**config.mk**
```make
export PLATFORM = sky130hd
export DESIGN_NAME = segasys1_sprcoll_ram
export DESIGN_NICKNAME = d
export VERILOG_FILES = /design/src/rtl/segasys1_sprcoll_ram.sv
export SDC_FILE = /design/constraint.sdc
export NUM_CORES = 2
export LEC_CHECK = 0
export ABC_AREA = 1
export BUFFER_PORTS_ARGS = -buffer_cell sky130_fd_sc_hd__buf_4
export CORE_MARGIN = 1
export CORE_UTILIZATION = 45
export DETAILED_ROUTE_END_ITERATION = 10
export SLEW_MARGIN = 25
export SYNTH_ARGS = -nofsm -noshare
export SYNTH_HDL_FRONTEND = slang
export SYNTH_SLANG_ARGS = --single-unit
```
**constraint.sdc**
```tcl
create_clock -name VCLKx8 -period 9.5 [get_ports VCLKx8]
set_input_delay 0.475 -clock VCLKx8 [delete_from_list [all_inputs] [get_ports VCLKx8]]
set_output_delay 0.475 -clock VCLKx8 [all_outputs]
set_load 0.02 [all_outputs]
```
**src/rtl/segasys1_sprcoll_ram.sv**
```systemverilog
`default_nettype none
// ============================================================================
//  Module   : segasys1_sprcoll_ram
//  Purpose  : Sprite collision recorder. Renderer hits are queued and written
//             into a 1024x1 collision RAM that the CPU reads and clears. A
//             summary flag and a sticky queue-overflow bit are kept alongside.
//  Ports    : VCLKx8 / RESET_N       - clock, async active-low reset
//             sprcoll / sprcoll_ad   - collision strobe and address
//             cpu_cs_ram/cpu_cs_flag - CPU selects (RAM window / flag reg)
//             cpu_rd / cpu_wr        - CPU strobes (any write clears)
//             cpu_ad                 - CPU address within the RAM window
//             cpu_dout               - registered read data
//             coll_flag / q_ovf      - summary flag, sticky overflow
//  Revision : 1.0  initial release
// ============================================================================
module segasys1_sprcoll_ram #(
  parameter int QDEPTH = 4,
  parameter int AW     = 10
) (
  input  logic          VCLKx8,
  input  logic          RESET_N,
  input  logic          sprcoll,
  input  logic [AW-1:0] sprcoll_ad,
  input  logic          cpu_cs_ram,
  input  logic          cpu_cs_flag,
  input  logic          cpu_rd,
  input  logic          cpu_wr,
  input  logic [AW-1:0] cpu_ad,
  output logic [7:0]    cpu_dout,
  output logic          coll_flag,
  output logic          q_ovf
);

  localparam int QW = $clog2(QDEPTH);
  localparam int PW = QW + 1;
  localparam int NWORDS = 1 << AW;
  localparam logic [QW-1:0] QONE = 1;
  localparam logic [PW-1:0] PONE = 1;
  localparam logic [AW-1:0] AONE = 1;

  // Collision RAM (no reset; cleared by the sequencer after reset release)
  logic ram_mem [NWORDS];

  logic          clr_busy_q, clr_busy_d;
  logic [AW-1:0] clr_cnt_q, clr_cnt_d;
  logic [PW-1:0] wp_q, wp_d, rp_q, rp_d;
  logic [AW-1:0] qaddr_q [QDEPTH];
  logic [AW-1:0] qaddr_d [QDEPTH];
  logic [QDEPTH-1:0] qvld_q, qvld_d, qvld_inv;
  logic [7:0]    dout_q, dout_d;
  logic          coll_flag_q, coll_flag_d;
  logic          q_ovf_q, q_ovf_d;

  logic          ram_op_wr, ram_op_rd, flag_wr, flag_rd;
  logic          q_empty, q_full, drain_go, coalesce, push, ovf_evt, hit;
  logic [QW-1:0] head, tail, newest;
  logic          ram_we, ram_wd;
  logic [AW-1:0] ram_wa;

  always_comb begin
    // Flag select has priority over the RAM window; write beats read.
    ram_op_wr = cpu_cs_ram & ~cpu_cs_flag & cpu_wr;
    ram_op_rd = cpu_cs_ram & ~cpu_cs_flag & cpu_rd & ~cpu_wr;
    flag_wr   = cpu_cs_flag & cpu_wr;
    flag_rd   = cpu_cs_flag & cpu_rd & ~cpu_wr;

    head    = rp_q[QW-1:0];
    tail    = wp_q[QW-1:0];
    newest  = tail - QONE;
    q_empty = (wp_q == rp_q);
    q_full  = (wp_q[QW] != rp_q[QW]) && (tail == head);

    // Drain only when nothing of higher priority owns the RAM port.
    drain_go = ~clr_busy_q & ~ram_op_wr & ~ram_op_rd & ~q_empty;

    // Read bypass: hits still waiting in the queue count as recorded.
    hit = 1'b0;
    for (int i = 0; i < QDEPTH; i++) begin
      if (qvld_q[i] && (qaddr_q[i] == cpu_ad)) hit = 1'b1;
    end

    // A CPU clear kills already-queued copies of the address; the slot
    // itself stays occupied and is later popped without a RAM write.
    qvld_inv = qvld_q;
    if (ram_op_wr) begin
      for (int i = 0; i < QDEPTH; i++) begin
        if (qaddr_q[i] == cpu_ad) qvld_inv[i] = 1'b0;
      end
    end

    coalesce = ~q_empty & qvld_inv[newest] & (qaddr_q[newest] == sprcoll_ad);
    // A drain in the same cycle frees a slot before the push lands.
    push     = sprcoll & ~coalesce & ~(q_full & ~drain_go);
    ovf_evt  = sprcoll & ~coalesce & q_full & ~drain_go;

    qaddr_d = qaddr_q;
    qvld_d  = qvld_inv;
    rp_d    = rp_q;
    wp_d    = wp_q;
    if (drain_go) begin
      qvld_d[head] = 1'b0;
      rp_d         = rp_q + PONE;
    end
    if (push) begin
      qaddr_d[tail] = sprcoll_ad;
      qvld_d[tail]  = 1'b1;
      wp_d          = wp_q + PONE;
    end

    // Single RAM write port, fixed priority.
    ram_we = 1'b0;
    ram_wa = cpu_ad;
    ram_wd = 1'b0;
    if (clr_busy_q) begin
      ram_we = 1'b1;
      ram_wa = clr_cnt_q;
    end else if (ram_op_wr) begin
      ram_we = 1'b1;
    end else if (drain_go && qvld_q[head]) begin
      ram_we = 1'b1;
      ram_wa = qaddr_q[head];
      ram_wd = 1'b1;
    end

    clr_busy_d = clr_busy_q;
    clr_cnt_d  = clr_cnt_q;
    if (clr_busy_q) begin
      clr_cnt_d = clr_cnt_q + AONE;
      if (clr_cnt_q == {AW{1'b1}}) clr_busy_d = 1'b0;
    end

    dout_d = dout_q;
    if (ram_op_rd) begin
      dout_d = {7'h7F, ~clr_busy_q & (ram_mem[cpu_ad] | hit)};
    end else if (flag_rd) begin
      dout_d = {6'h3F, q_ovf_q, coll_flag_q};
    end

    coll_flag_d = (coll_flag_q & ~flag_wr) | sprcoll;
    q_ovf_d     = (q_ovf_q & ~flag_wr) | ovf_evt;
  end

  always_ff @(posedge VCLKx8) begin
    if (ram_we) ram_mem[ram_wa] <= ram_wd;
  end

  always_ff @(posedge VCLKx8 or negedge RESET_N) begin
    if (!RESET_N) begin
      clr_busy_q  <= 1'b1;
      clr_cnt_q   <= '0;
      wp_q        <= '0;
      rp_q        <= '0;
      qvld_q      <= '0;
      dout_q      <= 8'h00;
      coll_flag_q <= 1'b0;
      q_ovf_q     <= 1'b0;
      for (int i = 0; i < QDEPTH; i++) qaddr_q[i] <= '0;
    end else begin
      clr_busy_q  <= clr_busy_d;
      clr_cnt_q   <= clr_cnt_d;
      wp_q        <= wp_d;
      rp_q        <= rp_d;
      qvld_q      <= qvld_d;
      dout_q      <= dout_d;
      coll_flag_q <= coll_flag_d;
      q_ovf_q     <= q_ovf_d;
      for (int i = 0; i < QDEPTH; i++) qaddr_q[i] <= qaddr_d[i];
    end
  end

  assign cpu_dout  = dout_q;
  assign coll_flag = coll_flag_q;
  assign q_ovf     = q_ovf_q;

endmodule
`default_nettype wire

```
After elaboration in Yosys (flattened, before gate mapping)
Memory sizes are Yosys's and may differ from the RTL's. Index checks and enable logic that the tools add are counted.

Input port bits: 27. Memories kept: 1. Output and inout bits: 10. Bits in registers: 71. RAM bits: 1024.

Reduce and logical (&&, ||, !) cells: 10. Add/sub/neg operators: 4. Bitwise logic cells: 39. Eq/ne operators: 9. Magnitude comparators: 9. Muxes and demuxes: 42.

Memories: ram_mem (words 1024, bits a word 1, rd ports 1, clocked after memory_dff 0, wr ports 1, line 42) `logic ram_mem [NWORDS];`.

Operators by type and width (number): two-way mux 10 bit (8); equality test 10 bit (5); binary-select mux 10 bit (select 2 bit) (2); bitwise mux 40 bit (1); two-way mux 1 bit (21); bitwise AND 1 bit (20); demux 10 bit (select 2 bit) (1); two-way mux 8 bit (2); two-way mux 4 bit (3); adder 10 x 1 -> 10 bit, second input constant (1); equality test 10 bit, second input constant (1); inverter 1 bit (10); >= comparator 3 bit, second input constant (3); logical AND 1 bit (9); < comparator 2 x 3 -> 1 bit, second input constant (3); inverter 2 -> 3 bit (3); adder 3 x 1 -> 3 bit, second input constant (2); bitwise AND 4 bit (1); binary-select mux 1 bit (select 2 bit) (2); demux 1 bit (select 2 bit) (2); >= comparator 2 x 1 -> 1 bit, second input constant (2); inverter 4 bit (1); OR 4 bit (1); equality test 3 bit (1); other kinds (6) (8).

Depth between registers and ports, before layout
Depth after elaboration: 13. Depth in mapped cells: 21. Mapped depth without buffers: 18.

Worst setup path before layout
No wires, ideal clock.

Kind: input port to flip-flop. From: input port cpu_cs_ram. To: memory ram_mem[807], enable pin. Stages on the path: 19. Required time: 9201 ps. Slack: 3749 ps. Arrival time: 5452 ps. Buffers on the path: 2. Cells stage by stage: inv_1 > nor2_1 > inv_2 > nor2_2 > nor3_2 > nand2_2 > inv_4 > nand2_8 > inv_2 > buf_6 > o221ai_1 > o211ai_1 > o21ai_1 > inv_1 > nand2_1 > clkinv_1 > nand3_2 > buf_2 > nor2_1.

Cells in the longest elaborated chain, start to end: 12. Elaborated cells on any way between the ends: 18.

RTL lines: start, declared (line 24) `input logic cpu_cs_ram,`; bitwise AND 1 bit (*) (line 62, 63); bitwise AND 1 bit, on equally long branches (line 62, 63); inverter 1 bit or bitwise AND 1 bit (tied branches) (line 74, 63); bitwise AND 1 bit or inverter 1 bit (tied branches) (line 74) `drain_go = ~clr_busy_q & ~ram_op_wr & ~ram_op_rd & ~q_empty;`; bitwise AND 1 bit (2 in a row) (line 74); logical AND 1 bit (line 119) `end else if (drain_go && qvld_q[head]) begin`; two-way mux 1 bit (line 119); two-way mux 1 bit (line 117) `end else if (ram_op_wr) begin`; two-way mux 1 bit (line 114) `if (clr_busy_q) begin`; two-way mux 1 bit (line 144) `if (ram_we) ram_mem[ram_wa] <= ram_wd;`; two-way mux 1 bit (implied by the code) (line 144); end, declared (line 42).

Every way passes the cells marked *; elsewhere a longest branch is shown, timed or not.

Worst setup path after layout
From: register rp_q[0]. To: memory ram_mem[561], enable pin.

Cells in the longest elaborated chain, start to end: 9. Elaborated cells on any way between the ends: 18.

RTL lines: start, declared (line 46) `logic [PW-1:0] wp_q, wp_d, rp_q, rp_d;`; start signal, assigned (line 162) `rp_q <= rp_d;`; equality test 3 bit (line 70) `q_empty = (wp_q == rp_q);`; inverter 1 bit (line 74); bitwise AND 1 bit (line 74); logical AND 1 bit (line 119); two-way mux 1 bit (line 119); two-way mux 1 bit (line 117); two-way mux 1 bit (line 114); two-way mux 1 bit (line 144); two-way mux 1 bit (implied by the code) (line 144).

Several ways; a longest one is shown, not always the timed one. The select of a mux whose other input is x is not followed.

==> flow_summary.toml <==
[pwr]
switching_power_mw = 5.50
comb_power_share_pct = 26.6
p_sw_share_pct = 35.4
pwr-share-clk_pct = 28.4
pwr-share-seq_pct = 45.0
static-leakage-power_nw = 18.7
power.internal_mw = 10.0
ir_drop_mv = 0.559
p_per_area_nw_per_um2 = 281

[die]
io_pins = 37
die_w_um = 337
die_h_um = 337
initial_core_util_pct = 45.4
row_count = 122
core_area_um2 = 111000
die-area_um2 = 113000

[hold_path]
hold_class = "in -> reg"
hp-start = "sprcoll_ad[7]"
min_path_cells = 3
min_to = "qaddr_q[7]"

[route]
num_vias = 38025
drcViolationCount = 0
wl_per_cell_um = 22.5
drtIter0Drc = 4543
ant_nets = 0
vias_per_cell = 5.72
drt-pass1-iter-count = 6
drt-total-wl_um = 149000

[global_route]
grt.overflow.total = 0
grt_max_degree = 268
antenna_found_initial = 3
grt_pass1_vias = 35047
grt_pass1_wl_um = 222000
grt_usage_pct = 26.1

[worst_setup_path]
worst_path_most_repeated_cell = "nand2_1"
critPathTopFamily = "buffers and inverters"
startpoint_type = "register"
cp-end-kind = "register"
critPathArrivalTime_ns = 5.71
r2r_end = "ram_mem[561]"
cpPeakStageDelay_ns = 0.90
cpMaxStageDelayCell = "nand3_2"
crit_fanout = 121
critPathRequiredTime_ns = 9.89
crit_chain = "inv_2 -> o21ai_0 -> o22ai_1 -> nand2_8 -> inv_8 -> nand2_1 -> o21ai_0 -> nand2_1 -> nand2_1 -> nand2_1 -> inv_1 -> nand3_2 -> buf_4 -> nor2_1"
r2r_start = "rp_q[0]"
reg2reg_slack_ns = 4.18
ff2ff_path_depth = 14
crit_buf_inv = 4
critical_path_class = "reg -> reg"

[timing]
period_minus_slack_ns = 5.32
max_freq_ghz = 0.188
min_period_over_period_pct = 56.0
hold_viol = 0
relSlewSlack_pct = 26.3
fin_tns_setup_ns = 0
finalSetupViolations = 0
finClkSkew_ns = 0.0198
drv_slew = 0
rsz0062_at_grt = "no"
worst_pin_slew_ns = 1.11
finalWorstSetupSlack_ns = 4.18

[placement]
gp_congestion = 0.938
post-place-cells = 6424
pre_cts_ws_ns = 3.98
io_buffers = 36
dp_hpwl_um = 79400

[logic_synthesis]
syn_inst = 5269
synth_cell_type_count = 48
synthXorXnorAreaFrac_pct = 0.678
avgSynthCellArea_um2 = 9.56
synth_edf_count = 1024
synth_fa_ha_area_share_pct = 0.224
synth_async_sr_flop_share_pct = 6.06
synth_simple_gate_area_share_pct = 29.0
synth_area_um2 = 50400
ys_warn_count = 0
yosysSeqAreaShare_pct = 64.3
yosys-mux-area-fraction_pct = 0
synth-compound-area-share_pct = 1.33
synth_ff_type = "edfxtp_1"
synth-seq-cells = 1090
synth_top_family_by_area = "simple AND/OR/NAND/NOR gates"
syn_nets = 5305

[cells_and_area]
antenna_cells = 0
drive_gt1_share_pct = 7.08
area_delta_synth_final_pct = 9.67
num-fill-cells = 10409
final_nets = 5094
fin_cells = 6642

[clocking]
cts_resized = 0
path_clk_slew_ns = 0.06
cts_sinks = 1090
clk_latency_ns = 0.70
cts_root_buf = "clkbuf_16"
holdBufCountCts = 2
cts_buffer_depth = 3
htreeDepth = 3
cts_buffers = 115
cts_tree = "done"
cts_setup_buffers = 0

[run]
maxCapViolCount = 0

[outcome]
outcome = "complete, no violations"
## metal layers
| layer | vias up | part of all wire [%] | global-route usage, % |
|---|---|---|---|
| met5 | - | 0 | 0 |
| met2 | 1597 | 47 | 42.1 |
| met4 | 0 | 3.1 | 8.63 |
| li1 | 17338 | - | - |
| met1 | 18805 | 42 | 36.5 |
| met3 | 285 | 8.1 | 3.49 |
## cell usage after synthesis (2+ instances only)
cell	instances	share of area [%]
clkinv_1	4	0.030
nand2_1	1291	9.6
nor3_1	2	0.020
a21oi_1	18	0.18
o22ai_1	5	0.062
nand3_1	1076	11
o21ai_2	2	0.035
or2_2	7	0.087
nor2_2	12	0.15
inv_1	55	0.41
ha_1	9	0.22
nand3b_1	2	0.030
nor3b_1	2	0.030
o21ai_1	6	0.060
dfrtp_1	65	3.2
buf_1	43	0.32
o221ai_1	5	0.087
nor4_1	5	0.062
o211ai_1	4	0.060
o21ai_0	66	0.66
xnor2_1	24	0.42
xor2_1	15	0.26
clkbuf_1	228	1.7
buf_2	171	1.7
nand4_1	10	0.12
buf_6	4	0.089
buf_4	5	0.075
inv_2	10	0.075
nor2_1	1080	8.1
a211oi_1	2	0.030
edfxtp_1	1024	61
## final cells by class
cell class / count / area [µm²] / share of cell area, %
Clock inverter: 74 / 584 / 1.06
Inverter: 70 / 294 / 0.532
Tap cell: 1488 / 1860 / 3.37
Multi-Input combinational cell: 3658 / 15900 / 28.9
Timing Repair Buffer: 123 / 1090 / 1.97
Sequential cell: 1090 / 32400 / 58.7
Clock buffer: 139 / 3060 / 5.54
## registers in the layout (all words and copies together), names as in the netlist
register	cells
ram_mem	1024
qaddr_q	40
clr_cnt_q	10
qvld_q	4
cpu_dout	3
rp_q	3
wp_q	3
clr_busy_q	1
coll_flag	1
q_ovf	1
## through the flow
step           util (%)  power, mW  hold slack, ns  instance area [µm²]
6_report           49.8       15.5          0.0441                55200
3_3_place_gp       46.4       11.0           0.474                51400
5_1_grt            49.8       16.1          0.0490                55200
4_1_cts            49.7       15.5         0.00579                55100
3_5_place_dp       46.4       11.1           0.490                51500
2_1_floorplan         -       9.70           0.179                50400
## placed cells by master, fill, tap and decap left out, types with 7 or more instances in the layout
cell type | netlist | layout
dfrtp_1 | 65 | 65
edfxtp_1 | 1024 | 1024
bufinv_16 | 0 | 9
nand4_1 | 10 | 10
nand3_1 | 1076 | 1044
ha_1 | 9 | 9
o21ai_0 | 66 | 66
nand2_2 | 1 | 11
nand2_1 | 1291 | 1281
clkinv_1 | 4 | 38
inv_1 | 55 | 54
nand3_2 | 1 | 31
clkbuf_1 | 228 | 18
clkbuf_16 | 0 | 118
clkinv_2 | 0 | 25
nor2_1 | 1080 | 1080
or2_2 | 7 | 7
a21oi_1 | 18 | 18
buf_4 | 5 | 108
xnor2_1 | 24 | 24
xor2_1 | 15 | 15
nor2_2 | 12 | 12
## how the worst max path moves through the flow
stage	startpoint	end	slack [ns]	depth (start not counted)
floorplan	cpu_cs_ram	ram_mem[807]	3.75	19
global placement	rp_q[0]	ram_mem[732]	4.04	12
detailed placement	rp_q[0]	ram_mem[1010]	3.98	14
CTS	rp_q[0]	ram_mem[1010]	3.96	14
global route	rp_q[0]	ram_mem[1010]	3.87	14
finish	rp_q[0]	ram_mem[561]	4.18	14
## cell families after synthesis
family | Yosys count
AOI/OAI and AO/OA | 117
buffers and inverters | 521
DFF | 1090
adders and majority gates | 9
xor gates and xnor gates | 39
and+or+nand+nor | 3493
## power groups by stage
stage          sequential [mW]  combinational [mW]  clock [mW]
3_5_place_dp              7.10                3.99           0
4_1_cts                   7.00                4.00        4.46
3_3_place_gp              7.10                3.94           0
5_1_grt                   7.00                4.47        4.64
6_report                  6.99                4.13        4.41
2_1_floorplan             7.22                2.48           0
## worst register-to-register path, stage by stage, from the launching register on
cell	delay (ns)
dfrtp_1	0.68
inv_2	0.43
o21ai_0	0.13
o22ai_1	0.37
nand2_8	0.13
inv_8	0.43
nand2_1	0.21
o21ai_0	0.10
nand2_1	0.07
nand2_1	0.12
nand2_1	0.07
inv_1	0.62
nand3_2	0.90
buf_4	0.58
nor2_1	0.18
Power figures use the tool's default switching activity.
